===== src/rtl/s247_core_scheduler.sv =====
// s247_core_scheduler
// Run controller for the compute-core array. It handles start/abort/halt
// sequencing, per-run completion tracking, the watchdog, the sticky emergency
// halt latch, the run-cycle counter and a maskable level interrupt.
//
// Register handshake: a request is accepted on any cycle where reg_valid is
// high and reg_ack is low. reg_ack rises on the following cycle for exactly
// one cycle. For a read, reg_rdata carries the data in that same cycle and is
// 0 otherwise. A request still held while ack is high is not taken again
// until the cycle after ack drops.
module s247_core_scheduler #(
    parameter int NUM_CORES = 8,
    parameter int WDT_WIDTH = 24,
    parameter int CNT_WIDTH = 32
) (
    input  logic                 clk,
    input  logic                 rst_n,
    input  logic                 reg_valid,
    input  logic                 reg_we,
    input  logic [3:0]           reg_addr,
    input  logic [31:0]          reg_wdata,
    output logic                 reg_ack,
    output logic [31:0]          reg_rdata,
    input  logic [NUM_CORES-1:0] core_done,
    input  logic [NUM_CORES-1:0] core_halt,
    output logic [NUM_CORES-1:0] core_enable,
    output logic                 core_clear,
    output logic                 irq,
    output logic                 busy,
    output logic [1:0]           state_dbg
);

    typedef enum logic [1:0] {
        ST_IDLE     = 2'd0,
        ST_RUN      = 2'd1,
        ST_COMPLETE = 2'd2,
        ST_HALTED   = 2'd3
    } state_t;

    localparam logic [3:0] ADDR_CTRL     = 4'd0;
    localparam logic [3:0] ADDR_MASK     = 4'd1;
    localparam logic [3:0] ADDR_TIMEOUT  = 4'd2;
    localparam logic [3:0] ADDR_STATUS   = 4'd3;
    localparam logic [3:0] ADDR_DONE     = 4'd4;
    localparam logic [3:0] ADDR_HALT     = 4'd5;
    localparam logic [3:0] ADDR_CYCLES   = 4'd6;
    localparam logic [3:0] ADDR_IRQ_EN   = 4'd7;
    localparam logic [3:0] ADDR_IRQ_STAT = 4'd8;

    state_t                 state_q, next_state;
    logic [NUM_CORES-1:0]   mask_q;
    logic [WDT_WIDTH-1:0]   timeout_q;
    logic [WDT_WIDTH-1:0]   wdt_q;
    logic [NUM_CORES-1:0]   active_mask_q;
    logic [NUM_CORES-1:0]   done_vec_q;
    logic [NUM_CORES-1:0]   halt_vec_q;
    logic [CNT_WIDTH-1:0]   run_cycles_q;
    logic [2:0]             irq_en_q;
    logic [2:0]             irq_stat_q;
    logic                   timeout_flag_q;
    logic                   halt_latched_q;

    // Bus decode
    logic                   acc, wr, rd;
    logic                   cmd_start, cmd_abort, cmd_halt_clr;
    logic [2:0]             w1c_bits;
    logic [2:0]             irq_en_next;
    logic [2:0]             irq_stat_next;
    logic [NUM_CORES-1:0]   done_next;
    logic                   wdt_expire;
    logic                   take_halt, take_timeout, take_abort;
    logic                   take_complete, take_start, take_halt_clr;
    logic [31:0]            rd_mux;
    logic [31:0]            mask_ext, timeout_ext, done_ext, halt_ext, cycles_ext;
    logic                   unused_wdata;

    assign acc          = reg_valid && !reg_ack;
    assign wr           = acc && reg_we;
    assign rd           = acc && !reg_we;
    assign cmd_start    = wr && (reg_addr == ADDR_CTRL) && reg_wdata[0];
    assign cmd_abort    = wr && (reg_addr == ADDR_CTRL) && reg_wdata[1];
    assign cmd_halt_clr = wr && (reg_addr == ADDR_CTRL) && reg_wdata[2];
    assign unused_wdata = ^reg_wdata;

    assign done_next  = done_vec_q | (core_done & active_mask_q);
    // The watchdog fires on the cycle the counter would step from 1 to 0.
    assign wdt_expire = (timeout_q != '0) && (wdt_q == WDT_WIDTH'(1));

    // A hardware set beats a software W1C of the same bit.
    assign w1c_bits      = (wr && reg_addr == ADDR_IRQ_STAT) ? reg_wdata[2:0] : 3'b000;
    assign irq_stat_next = (irq_stat_q & ~w1c_bits) | {take_timeout, take_halt, take_complete};
    assign irq_en_next   = (wr && reg_addr == ADDR_IRQ_EN) ? reg_wdata[2:0] : irq_en_q;

    assign state_dbg = state_q;

    // State register
    always_ff @(posedge clk or negedge rst_n) begin
        if (!rst_n) state_q <= ST_IDLE;
        else        state_q <= next_state;
    end

    // Next-state selection with priority halt > timeout > abort > completion > start
    always_comb begin
        next_state    = state_q;
        take_halt     = 1'b0;
        take_timeout  = 1'b0;
        take_abort    = 1'b0;
        take_complete = 1'b0;
        take_start    = 1'b0;
        take_halt_clr = 1'b0;
        if ((|core_halt) && (state_q != ST_HALTED)) begin
            take_halt  = 1'b1;
            next_state = ST_HALTED;
        end else begin
            case (state_q)
                ST_IDLE, ST_COMPLETE: begin
                    if (cmd_start && (mask_q != '0)) begin
                        take_start = 1'b1;
                        next_state = ST_RUN;
                    end
                end
                ST_RUN: begin
                    if (wdt_expire) begin
                        take_timeout = 1'b1;
                        next_state   = ST_HALTED;
                    end else if (cmd_abort) begin
                        take_abort = 1'b1;
                        next_state = ST_IDLE;
                    end else if (done_next == active_mask_q) begin
                        take_complete = 1'b1;
                        next_state    = ST_COMPLETE;
                    end
                end
                ST_HALTED: begin
                    if (cmd_halt_clr && (core_halt == '0)) begin
                        take_halt_clr = 1'b1;
                        next_state    = ST_IDLE;
                    end
                end
                default: next_state = ST_IDLE;
            endcase
        end
    end

    // Read data selection, narrow registers zero-extended to the bus width
    always_comb begin
        mask_ext    = '0;
        timeout_ext = '0;
        done_ext    = '0;
        halt_ext    = '0;
        cycles_ext  = '0;
        rd_mux      = 32'hDEAD_BEEF;
        mask_ext[NUM_CORES-1:0]    = mask_q;
        timeout_ext[WDT_WIDTH-1:0] = timeout_q;
        done_ext[NUM_CORES-1:0]    = done_vec_q;
        halt_ext[NUM_CORES-1:0]    = halt_vec_q;
        cycles_ext[CNT_WIDTH-1:0]  = run_cycles_q;
        case (reg_addr)
            ADDR_CTRL:     rd_mux = 32'h0;
            ADDR_MASK:     rd_mux = mask_ext;
            ADDR_TIMEOUT:  rd_mux = timeout_ext;
            ADDR_STATUS:   rd_mux = {28'd0, halt_latched_q, timeout_flag_q, state_q};
            ADDR_DONE:     rd_mux = done_ext;
            ADDR_HALT:     rd_mux = halt_ext;
            ADDR_CYCLES:   rd_mux = cycles_ext;
            ADDR_IRQ_EN:   rd_mux = {29'd0, irq_en_q};
            ADDR_IRQ_STAT: rd_mux = {29'd0, irq_stat_q};
            default:       rd_mux = 32'hDEAD_BEEF;
        endcase
    end

    // Bus acknowledge and registered read data
    always_ff @(posedge clk or negedge rst_n) begin
        if (!rst_n) begin
            reg_ack   <= 1'b0;
            reg_rdata <= '0;
        end else begin
            reg_ack   <= acc;
            reg_rdata <= rd ? rd_mux : 32'h0;
        end
    end

    // Software-writable configuration registers
    always_ff @(posedge clk or negedge rst_n) begin
        if (!rst_n) begin
            mask_q    <= '1;
            timeout_q <= '0;
            irq_en_q  <= '0;
        end else begin
            if (wr && reg_addr == ADDR_MASK)    mask_q    <= reg_wdata[NUM_CORES-1:0];
            if (wr && reg_addr == ADDR_TIMEOUT) timeout_q <= reg_wdata[WDT_WIDTH-1:0];
            irq_en_q <= irq_en_next;
        end
    end

    // Per-run tracking: active mask, done accumulation, cycle count, watchdog
    always_ff @(posedge clk or negedge rst_n) begin
        if (!rst_n) begin
            active_mask_q <= '0;
            done_vec_q    <= '0;
            run_cycles_q  <= '0;
            wdt_q         <= '0;
        end else if (take_start) begin
            active_mask_q <= mask_q;
            done_vec_q    <= '0;
            run_cycles_q  <= '0;
            wdt_q         <= timeout_q;
        end else if (state_q == ST_RUN) begin
            done_vec_q <= done_next;
            if (run_cycles_q != '1) run_cycles_q <= run_cycles_q + 1'b1;
            if ((timeout_q != '0) && (wdt_q != '0)) wdt_q <= wdt_q - 1'b1;
        end
    end

    // Halt capture, sticky halt latch and timeout flag
    always_ff @(posedge clk or negedge rst_n) begin
        if (!rst_n) begin
            halt_vec_q     <= '0;
            halt_latched_q <= 1'b0;
            timeout_flag_q <= 1'b0;
        end else if (take_halt) begin
            halt_vec_q     <= core_halt;
            halt_latched_q <= 1'b1;
        end else if (take_halt_clr) begin
            halt_vec_q     <= '0;
            halt_latched_q <= 1'b0;
            timeout_flag_q <= 1'b0;
        end else if (take_timeout) begin
            timeout_flag_q <= 1'b1;
        end else if (take_start) begin
            timeout_flag_q <= 1'b0;
        end else if (state_q == ST_HALTED) begin
            halt_vec_q <= halt_vec_q | core_halt;
        end
    end

    // Interrupt status and registered core-facing outputs
    always_ff @(posedge clk or negedge rst_n) begin
        if (!rst_n) begin
            irq_stat_q  <= '0;
            irq         <= 1'b0;
            core_enable <= '0;
            core_clear  <= 1'b0;
            busy        <= 1'b0;
        end else begin
            irq_stat_q  <= irq_stat_next;
            irq         <= |(irq_stat_next & irq_en_next);
            core_enable <= (next_state == ST_RUN) ? (take_start ? mask_q : active_mask_q) : '0;
            core_clear  <= take_abort || take_halt_clr;
            busy        <= (next_state == ST_RUN);
        end
    end

endmodule

===== config.mk =====
export PLATFORM = sky130hd
export DESIGN_NAME = s247_core_scheduler
export DESIGN_NICKNAME = d
export VERILOG_FILES = /design/src/rtl/s247_core_scheduler.sv
export SDC_FILE = /design/constraint.sdc
export NUM_CORES = 1
export LEC_CHECK = 0
export CAP_MARGIN = 10
export CORE_MARGIN = 2
export CORE_UTILIZATION = 51
export DETAILED_ROUTE_END_ITERATION = 6
export HOLD_SLACK_MARGIN = 0.1
export PLACE_DENSITY_LB_ADDON = 0.15
export SETUP_SLACK_MARGIN = 0.02
export SLEW_MARGIN = 10
export SYNTH_ARGS = -nofsm -noshare
export SYNTH_HDL_FRONTEND = slang
export SYNTH_SLANG_ARGS = --single-unit
export TNS_END_PERCENT = 1

===== constraint.sdc =====
create_clock -name clk -period 2.8 [get_ports clk]
set_input_delay 0.56 -clock clk [delete_from_list [all_inputs] [get_ports clk]]
set_output_delay 0.56 -clock clk [all_outputs]
set_load 0.01 [all_outputs]

Word level (Yosys, flattened, before mapping)

Cells that the tools add are included.

Flip-flop bits (word level): 166
Word-level logic and storage cells: 134

$add $sub $neg: 2
Eq/ne operators: 18
Multiplexer cells: 50
Bitwise logic cells: 8
Reductions and logical operators: 38

Operators by type and width:

| kind                                                   | count |
|---|---|
| case mux 32 bit (9 select lines)                       | 1 |
| 2-to-1 mux 32 bit                                      | 4 |
| 2-to-1 mux 24 bit                                      | 3 |
| 2-to-1 mux 8 bit                                       | 9 |
| nonzero test 24 bit                                    | 2 |
| adder 32 x 1 -> 32 bit (second input constant)         | 1 |
| inequality test 32 bit (second input constant)         | 1 |
| == test 24 x 1 -> 1 bit (second input constant)        | 1 |
| 2-to-1 mux 1 bit                                       | 24 |
| subtractor 24 x 1 -> 24 bit (second input constant)    | 1 |
| == test 4 x 3 -> 1 bit (second input constant)         | 4 |
| logical AND 1 bit                                      | 16 |
| OR 8 bit                                               | 2 |
| 2-to-1 mux 2 bit                                       | 6 |
| AND 8 bit                                              | 1 |
| == test 4 x 2 -> 1 bit (second input constant)         | 2 |
| == test 8 bit                                          | 1 |
| zero test 8 bit                                        | 1 |
| nonzero test 2 bit                                     | 4 |
| nonzero test 8 bit                                     | 1 |
| OR reduction 8 bit                                     | 1 |
| AND 3 bit                                              | 2 |
| 2-to-1 mux 3 bit                                       | 2 |
| inequality test 3 x 2 -> 1 bit (second input constant) | 2 |
| other kinds (18)                                       | 24 |

Depth between registers and ports, before layout

Depth after elaboration: 13
Depth in mapped cells: 9
Depth with buffers taken out: 7

Worst setup path before layout

OpenSTA, ideal clock, no wires.

Path kind: input to register
Start point: in reg_addr[0]
End point: reg core_enable[0]
Setup time: 0.081 ns
Arrival time: 2.431 ns
Data required time: 2.719 ns
Slack: 0.288 ns
Stages: 8
Path through: buf_2 or4_4 nor2_4 a21o_1 and4b_4 or4_4 buf_6 nor3b_2

Cells in the longest elaborated chain, start to end: 9
Elaborated cells between the ends (all ways): 19

RTL lines:

| what                                        | line          | RTL |
|---|---|---|
| start: declaration                          | 20            | `input logic [3:0] reg_addr,` |
| zero test 4 bit (*)                         | 80, 81, 82    |  |
| logical AND 1 bit (*)                       | 80, 81, 82    |  |
| logical AND 1 bit, on equally long branches | 81, 80, 82    |  |
| 2-to-1 mux 2 bit (tied with other cells)    | 126           | `end else if (cmd_abort) begin` |
| 2-to-1 mux 2 bit, on equally long branches  | 123, 117, 135 |  |
| case mux 2 bit (3 select lines) (*)         | 115           | `case (state_q)` |
| 2-to-1 mux 2 bit (*)                        | 111           | `if ((\|core_halt) && (state_q != ST_HALTED)) begin` |
| via next_state[1]                           | 50            | `state_t state_q, next_state;` |
| == test 2 x 1 -> 1 bit (*)                  | 248           | `core_enable <= (next_state == ST_RUN) ? (take_start ? mask_q : active_mask_q) : '0;` |
| 2-to-1 mux 8 bit (*)                        | 248           |  |
| end signal: assignment                      | 248           |  |
| end: declaration                            | 26            | `output logic [NUM_CORES-1:0] core_enable,` |

Mark *: on every way through the listed nets, which the timed path passes. The rest lies on a longest branch.
A chain may end at the register's enable or synchronous reset.

Final worst setup path

Start point: in reg_addr[2]
End point: reg state_q[0], in the netlist state_dbg[0]

Cells in the longest elaborated chain, start to end: 7
Elaborated cells between the ends (all ways): 13

RTL lines:

| what                                        | line          | RTL |
|---|---|---|
| zero test 4 bit (*)                         | 80, 81, 82    |  |
| logical AND 1 bit (*)                       | 80, 81, 82    |  |
| logical AND 1 bit, on equally long branches | 81, 80, 82    |  |
| 2-to-1 mux 2 bit (tied with other cells)    | 126           |  |
| 2-to-1 mux 2 bit, on equally long branches  | 123, 117, 135 |  |
| case mux 2 bit (3 select lines) (*)         | 115           |  |
| 2-to-1 mux 2 bit (*)                        | 111           |  |
| via next_state[0]                           | 50            |  |
| end signal: assignment                      | 99            | `else state_q <= next_state;` |
| end: declaration                            | 50            |  |

Marked as above.

==> impl_metrics.ini <==
[clock_network]
numCtsBuffers = 17
clock_sinks = 166
cts_buffer_depth = 2
cts_resized = 0
post_cts_buffers = 0
ctsRootBufferMaster = clkbuf_16
hold_buffers = 0
cts.reportedPaths.clkPinSlew_ns = 0.06
htreeDepth = 4
clk_latency_ns = 0.43
tritoncts = built

[routing]
wl_met2_mm = 10.1
ant_nets = 0
vias = 6702
dr_wl_met3_mm = 1.04
drt_iter0_markers = 680
routedLengthMet1_mm = 9.18
viasPerCell = 5.87
topRoutingLayerUsed = met4
drcViolationCount = 0
firstDrtPassIters = 6
routed_wl_mm = 21.1
drt-wirelength-per-cell_um = 18.5

[timing]
setup_viol = 0
maxSlewViolCount = 0
finClkSkew_ns = 0.00882
post-route-min-period_ns = 2.56
worst_pin_slew_ns = 0.970
slew-limit-headroom_pct = 35.1
rsz0062_at_grt = no
hold_viol = 0
timing.fmax_ghz = 0.390
finalCritPeriodShare_pct = 91.6
fin_ws_ns = 0.236

[run_status]
status = finished, final reports clean

[pwr]
p_seq_share_pct = 49.5
powerDensity_mw_per_mm2 = 530
p_clk_share_pct = 41.8
comb_power_share_pct = 8.7
swShare_pct = 25.1
cellLeakagePower_nw = 4.05
p_int_mw = 4.01
vdd_drop_max_uv = 486
p_switching_mw = 1.35

[placement]
hpwl_mm = 15.4
place_ws_ns = -0.246
portBuffers = 93
gp_congestion = 0.936

[synth]
ys_warn_count = 0
synth.distinct_cells = 71
synth_top_area_share_pct = 49.0
synth_edf_count = 0
synth_area_per_cell_um2 = 10.2
ys_ff_latch = 166
netlist_top_cells_count = dfrtp_1, nor2_1, nand2_1
yosysMostFrequentCell = dfrtp_1
yosysSeqAreaShare_pct = 51.6
ys_top_cells_by_area = dfrtp_1, mux2_2, nor2_1
synth_area_mm2 = 0.00807
yosys.area.top_type = dfrtp_1
synthCells = 795
synthFlopType = dfrtp_1
synth_nets = 855
async_flop_share_pct = 100

[job]
max_cap_violations = 0

[worst_hold_path]
hp-class = input port to asynchronous set/reset pin

[floorplan]
die_y_um = 130
die-area_mm2 = 0.0168
core-area_mm2 = 0.0153
fp-row-count = 45
io_pins = 102
die-width_um = 130
start_util_pct = 52.7

[final_layout]
layout-drive-gt1-share_pct = 16.1
n_antenna_cell = 0
syn_to_final_growth_pct = 25.3
post-route-util_pct = 66.0
fin_nets = 977

[global_routing]
grt_max_degree = 55
grt.overflow.total = 0
grt_usage_pct = 26.3
grt_pass1_vias = 6641
grt_first_pass_wirelength_mm = 34.2
grt_antenna_before_repair = 0

[critical_path]
start_kind = input port
end_kind = flip-flop
crit_path_max_fanout = 10
cp.required_ns = 3.06
worstSetupPathType = input port to flip-flop
cp_data_arrival_time_ns = 2.83
## stage by stage
stage                     area, µm²  hold WS (ns)  power, mW  instances  TNS [ns]
after detailed placement       9540         0.462       3.16       1109     -2.39
after CTS                     10100         0.100       5.39       1141         0
after global placement         9540         0.441       3.15       1109     -1.31
after global routing          10100         0.124       5.55       1141         0
after floorplan                8070         0.264       2.86        795         0
final                         10100        0.0865       5.36       1141         0
## sequential cells by signal (all words and copies together), names as in the netlist, 2 cells and up
name	cells
active_mask_q	8
core_enable	8
cycles_ext	32
done_vec_q	8
halt_vec_q	8
irq_en_q	3
irq_stat_q	3
mask_q	8
reg_rdata	32
state_dbg	2
timeout_q	24
wdt_q	24
## kinds of logic after synthesis
family,Yosys count,synth area share [%]
fa+ha+maj,4,0.620
mux,41,5.80
buf+inv,61,3.18
xor+xnor,36,3.91
flops,166,51.6
compound gates,165,13.8
simple gates,322,21.1
## worst max-delay path, cell delays in order
cell and delay [ns]:
clkdlybuf4s50_1 0.43, or4_4 0.57, nor2_4 0.13, a21o_1 0.14
a31oi_1 0.04, nor2_1 0.77, nand3_1 0.17
## metal layers
layer  global-route usage [%]  vias up
met5                        0        -
met4                     13.3        0
met3                     4.06       52
met2                     42.5      254
met1                     34.8     3246
li1                         -     3150
## power by group through the flow
stage,logic [mW],registers (mW),clock network [mW]
after global placement,0.452,2.70,0
after floorplan,0.221,2.64,0
after global routing,0.508,2.66,2.38
after CTS,0.467,2.65,2.27
after detailed placement,0.463,2.69,0
final,0.465,2.65,2.24
## cell usage in the layout, fill, tap and decap left out, types with 6 or more instances in the layout
cell type        netlist  layout
clkdlybuf4s50_1        0      92
dfstp_2                8       8
a21oi_1               47      47
xor2_1                21      21
mux2_2                36      36
dfrtp_1              158     158
nand2b_1              12      12
nand3_1               25      25
clkinvlp_4             0       8
inv_1                 24      24
and4_1                 6       6
nor2_1                81      81
nor3b_2                8       8
a22oi_1               28      28
buf_12                 0       6
xnor2_1               15      15
nand4_1               22      22
nand2_1               74      74
o21ai_0               25      24
a31oi_1               10      10
buf_4                  1      41
nor4_1                23      22
a22o_1                 6       6
nor3_1                27      26
and3_1                 7       7
clkbuf_16              0      17
## final cells by class
class                           count  area (µm²)
Sequential cell                   166        4160
Clock buffer                       19         443
Multi-Input combinational cell    568        3660
Tap cell                          211         264
Fill cell                        1241        5200
Clock inverter                     13         125
Inverter                           24        90.1
Timing Repair Buffer              140        1360
## final timing paths
kind | start | to | slack [ns] | cells after the start
max in group asynchronous | rst_n | mask_q[3] | 1.92 | 2
setup / recovery | reg_addr[2] | state_dbg[0] | 0.24 | 7
min in group clk | reg_ack | reg_ack | 0.46 | 1
hold reg to reg | reg_ack | reg_ack | 0.46 | 1
hold / removal | rst_n | reg_rdata[30] | 0.09 | 1
setup reg to reg | wdt_q[14] | wdt_q[21] | 0.24 | 6
No activity file was read; power rests on OpenSTA's default activity.
